--- config.mk ---
export PLATFORM = sky130hd
export DESIGN_NAME = fetch_queue
export DESIGN_NICKNAME = d
export VERILOG_FILES = /design/src/rtl/fetch_queue.sv
export SDC_FILE = /design/constraint.sdc
export NUM_CORES = 1
export LEC_CHECK = 0
export CAP_MARGIN = 15
export CORE_UTILIZATION = 45
export CTS_BUF_LIST = sky130_fd_sc_hd__clkbuf_16
export CTS_CLUSTER_SIZE = 12
export DETAILED_ROUTE_END_ITERATION = 10
export DONT_BUFFER_PORTS = 1
export SLEW_MARGIN = 20
export SYNTH_ARGS = -nofsm -noshare
export SYNTH_HDL_FRONTEND = slang
export SYNTH_SLANG_ARGS = --single-unit
--- constraint.sdc ---
create_clock -name clk -period 4.4 [get_ports clk]
set_input_delay 0.66 -clock clk [delete_from_list [all_inputs] [get_ports clk]]
set_output_delay 0.66 -clock clk [all_outputs]
set_load 0.01 [all_outputs]
--- src/rtl/fetch_queue.sv ---
// Sequential-PC fetch unit feeding a DEPTH-entry {addr, ins} queue drained by decode via valid/ready.
// Optional FETCH_PERF_EN adds saturating stall/redirect event counters.
module fetch_queue #(
  parameter int               XLEN     = 32,
  parameter int               DEPTH    = 4,
  parameter logic [XLEN-1:0]  RESET_PC = '0
) (
  input  logic            clk,
  input  logic            rst,
  output logic [XLEN-1:0] rom_addr,
  input  logic [XLEN-1:0] rom_ins,
  output logic            ins_valid,
  input  logic            ins_ready,
  output logic [XLEN-1:0] ins,
  output logic [XLEN-1:0] ins_addr,
  input  logic            redirect_valid,
  input  logic [XLEN-1:0] redirect_pc,
  output logic            fetch_stall
`ifdef FETCH_PERF_EN
  ,
  output logic [31:0]     perf_stall_cnt,
  output logic [31:0]     perf_redirect_cnt
`endif
);

  localparam int PW = (DEPTH > 1) ? $clog2(DEPTH) : 1;
  localparam logic [PW:0]     DEPTH_C = (PW+1)'(DEPTH);
  localparam logic [XLEN-1:0] NOP_INS = XLEN'(32'h0000_0013);
  localparam logic [XLEN-1:0] PC_STEP = XLEN'(32'd4);

  logic [XLEN-1:0] pc_r;
  logic [PW:0]     count_r;
  logic [PW-1:0]   rd_ptr_r;
  logic [PW-1:0]   wr_ptr_r;
  logic [XLEN-1:0] addr_mem_r [DEPTH];
  logic [XLEN-1:0] ins_mem_r  [DEPTH];

  logic pop_s;
  logic push_s;
  logic empty_s;
  logic full_s;

  // Handshake decode: redirect suppresses both push and pop in its cycle.
  always_comb begin
    empty_s     = (count_r == '0);
    full_s      = (count_r == DEPTH_C);
    pop_s       = ~empty_s & ins_ready & ~redirect_valid;
    push_s      = ~redirect_valid & (~full_s | pop_s);
    fetch_stall = ~redirect_valid & full_s & ~pop_s;
    ins_valid   = ~empty_s;
    rom_addr    = pc_r;
    if (empty_s) begin
      ins      = NOP_INS;
      ins_addr = '0;
    end else begin
      ins      = ins_mem_r[rd_ptr_r];
      ins_addr = addr_mem_r[rd_ptr_r];
    end
  end

  // PC, pointers and occupancy; a redirect flushes and retargets to a word-aligned PC.
  always_ff @(posedge clk or negedge rst) begin
    if (!rst) begin
      pc_r     <= RESET_PC;
      count_r  <= '0;
      rd_ptr_r <= '0;
      wr_ptr_r <= '0;
    end else if (redirect_valid) begin
      pc_r     <= {redirect_pc[XLEN-1:2], 2'b00};
      count_r  <= '0;
      rd_ptr_r <= '0;
      wr_ptr_r <= '0;
    end else begin
      if (push_s) begin
        pc_r     <= pc_r + PC_STEP;
        wr_ptr_r <= wr_ptr_r + PW'(1);
      end else begin
        pc_r     <= pc_r;
        wr_ptr_r <= wr_ptr_r;
      end
      if (pop_s) begin
        rd_ptr_r <= rd_ptr_r + PW'(1);
      end else begin
        rd_ptr_r <= rd_ptr_r;
      end
      case ({push_s, pop_s})
        2'b10:   count_r <= count_r + (PW+1)'(1);
        2'b01:   count_r <= count_r - (PW+1)'(1);
        default: count_r <= count_r;
      endcase
    end
  end

  // Queue storage; contents beyond count are don't-care, so no reset is needed.
  always_ff @(posedge clk) begin
    if (push_s) begin
      addr_mem_r[wr_ptr_r] <= pc_r;
      ins_mem_r[wr_ptr_r]  <= rom_ins;
    end
  end

`ifdef FETCH_PERF_EN
  // Saturating event counters for stall and redirect cycles.
  always_ff @(posedge clk or negedge rst) begin
    if (!rst) begin
      perf_stall_cnt    <= 32'd0;
      perf_redirect_cnt <= 32'd0;
    end else begin
      if (fetch_stall && (perf_stall_cnt != 32'hFFFF_FFFF)) begin
        perf_stall_cnt <= perf_stall_cnt + 32'd1;
      end else begin
        perf_stall_cnt <= perf_stall_cnt;
      end
      if (redirect_valid && (perf_redirect_cnt != 32'hFFFF_FFFF)) begin
        perf_redirect_cnt <= perf_redirect_cnt + 32'd1;
      end else begin
        perf_redirect_cnt <= perf_redirect_cnt;
      end
    end
  end
`endif

endmodule

==> impl_metrics.toml <==
[clocking]
htree_levels = 1
cts_resized = 0
cts_buffers = 30
post-cts-setup-buffers = 0
clock-sinks = 285
tritoncts = "built"
cts_buffer_depth = 3
insertion_delay_ns = 0.55
clkSlewWorstSetupHoldPaths_ns = 0.06
cts_root_buffer = "clkbuf_16"
holdBufCountCts = 2

[layout]
final_cells = 1030
syn2layout_area_growth_pct = 10.68
nFillCells = 2041
stdcell_area_um2 = 13060
finalNetCount = 752
drive_above_1_share_pct = 17.77
finalCoreUtilization_pct = 51.25

[synthesis]
synthesis.yosys.warnings = 0
post-synth-top-count-cell = "edfxtp_1"
synth_top_flop_cell = "edfxtp_1"
yosys.cell_types.count = 59
synthCells = 678
synthDominantCellAreaShare_pct = 63.14
synth_commonest_cells = "edfxtp_1 (248), and2_1 (64), mux4_2 (62)"
synth.area.top_cells = "edfxtp_1 (63%), mux4_2 (12%), dfrtp_1 (7.8%), and2_1 (3.4%), a31oi_1 (0.90%)"
synthArstFlopShare_pct = 12.98
syn_area_per_cell_um2 = 17.40
ys_seq_area_share_pct = 70.99
synth_edf_count = 248
syn_area_um2 = 11800
yosysTopAreaCell = "edfxtp_1"
synth-seq-cells = 285

[worst_hold_path]
hold_start = "redirect_valid"
hold_path_end = "count_r[1]"
hp-class = "input port to flop"
whs_path_depth = 1

[grt]
met2_usage_pct = 30.10
use_met1_pct = 23.75
grt_pass1_wl_mm = 37.50
met3_usage_pct = 6.641
grt_most_used_layer = "met2"
grt_max_degree = 64
grt_pass1_vias = 6431
grt_antenna_before_repair = 1
overflow = 0
grt_util_all_layers_pct = 18.55

[flow_run]
drv_cap = 0

[place]
dp_hpwl_mm = 14.11
portBuffers = 0
dpl.cell_count = 974
dpl_cell_area_um2 = 12060
gp_congestion = 0.8064

[timing]
fin_crit_sh_pct = 87.77
fin_tns_setup_ns = 0
rsz0062_at_grt = "no"
fin_skew_ns = 0.01175
setup_viol = 0
timing.fmax_mhz = 259.0
post-route-min-period_ns = 3.862
final_hold_viol_count = 0
relSlewSlack_pct = 30.55
worst_pin_slew_ns = 1.042
drv_slew = 0

[die]
core_area_um2 = 25470
dieArea_um2 = 26860
start_util_pct = 46.31
die-width_um = 163.9
io_pins = 166
rows = 58
die_y_um = 163.9

[route]
dr.pass1.iters = 6
wire_per_inst_um = 23.65
drtAntennaViolNets = 0
routed_via_density = 5.908
drt-total-wl_mm = 24.36
vias = 6085
drt_iter0_markers = 582
drc = 0

[power_and_ir_drop]
total_power_w = 0.007829
pwr_density_cell_nw_per_um2 = 599.7
peakVddDrop_uv = 377.8
leakagePower_nw = 4.160

[critical_path]
max_stage_delay_ns = 0.97
crit_required_ns = 3.74
cp-start-kind = "flop"
worst_path_max_delay_cell = "clkinv_2"
arrival_ns = 3.20
reg2reg_depth = 5
path_class = "flop to output port"
r2r_end = "rd_ptr_r[1]"
path_cells = "nor3_1 > clkinv_2 > and2_1"
r2r-start = "count_r[1]"
ff2ff_setup_slack_ns = 1.55
crit_family = "simple AND/OR/NAND/NOR gates"
crit_buf_inv = 1
cp-end-kind = "output port"
cp_max_fo = 63
cp.depth = 3

[outcome]
outcome = "completed"
## report_power, final
| part | internal (W) | switching (W) | total (W) |
|---|---|---|---|
| logic | 0.000718 | 0.000948 | 0.00167 |
| clock network | 0.00146 | 0.000974 | 0.00244 |
| registers | 0.00338 | 0.000343 | 0.00373 |
| total | 0.00556 | 0.00226 | 0.00783 |
## layer usage
layer  share of wire, %  vias up
li1                   -     2692
met3                9.3       33
met5                  0        -
met4                2.1        0
met1                 40     3150
met2                 48      210
## worst max-delay path by stage
stage | slack (ns) | endpoint | startpoint
after floorplan | 1.20 | addr_mem_r[0][10] | ins_ready
after global placement | 1.54 | ins[8] | rd_ptr_r[0]
after detailed placement | 1.52 | ins_addr[21] | count_r[1]
after CTS | 0.93 | ins_addr[21] | count_r[1]
after global routing | 0.27 | ins[28] | count_r[1]
final | 0.54 | ins[28] | count_r[1]
## through the flow
stage | setup slack [ns] | hold slack (ns)
floorplan | 1.203 | 0.3644
global route | 0.2741 | 0.1591
finish | 0.5383 | 0.1857
detailed placement | 1.522 | 0.3656
CTS | 0.9315 | 0.1530
global placement | 1.541 | 0.3656
## worst reg2reg max path: stages, from the launching register on
cell	delay, ns
dfrtp_1	0.46
nor3_1	0.71
clkinv_2	0.97
nand3_1	0.36
xor2_1	0.17
nor2_1	0.06
## cell type report
cell class	instances	area (um2)	area share [%]
diodes	2	5.005	0.03834
clock buffers	32	800.8	6.134
clock inverters	20	156.4	1.198
inverters	6	23.77	0.1821
multi-input cells	350	3223	24.69
flip-flops and latches	285	8381	64.19
well taps	330	412.9	3.163
repair buffers	5	52.55	0.4025
## logic make-up (layout without fill, tap and decap cells)
| family | after synthesis | in the layout | share of synthesized area, % |
|---|---|---|---|
| other | 1 | 7 | 0.03179 |
| buffers and inverters | 47 | 63 | 1.899 |
| multiplexers | 63 | 63 | 11.92 |
| XOR/XNOR | 10 | 10 | 0.7426 |
| adder cells (fa/ha/maj) | 6 | 6 | 0.7001 |
| AND/OR/NAND/NOR | 196 | 196 | 9.770 |
| flip-flops | 285 | 285 | 70.99 |
| AO/OA/AOI/OAI | 70 | 70 | 3.946 |
## cell usage in the layout (no fill, tap or decap), types with 4 or more instances in the layout
master	netlist	layout
mux4_2	62	62
and2_1	64	60
conb_1	1	5
nand2_1	22	22
clkinv_1	0	5
nor2_1	25	25
nor3_1	4	4
a31oi_1	17	17
nand3_1	17	17
nor4_1	4	4
inv_1	6	15
edfxtp_1	248	248
nor2b_1	4	4
nand4_1	8	8
dfrtp_1	37	35
clkbuf_16	0	32
xor2_1	8	8
ha_1	5	5
o31ai_1	13	13
or4_1	14	14
and3_1	4	4
and2_4	0	4
o21ai_0	17	17
## registers in the layout, summed over array words and instances, names as in the netlist
register    flops
ins_mem_r     128
addr_mem_r    120
rom_addr       30
count_r         3
rd_ptr_r        2
wr_ptr_r        2
(Power assumes the default switching activity.)
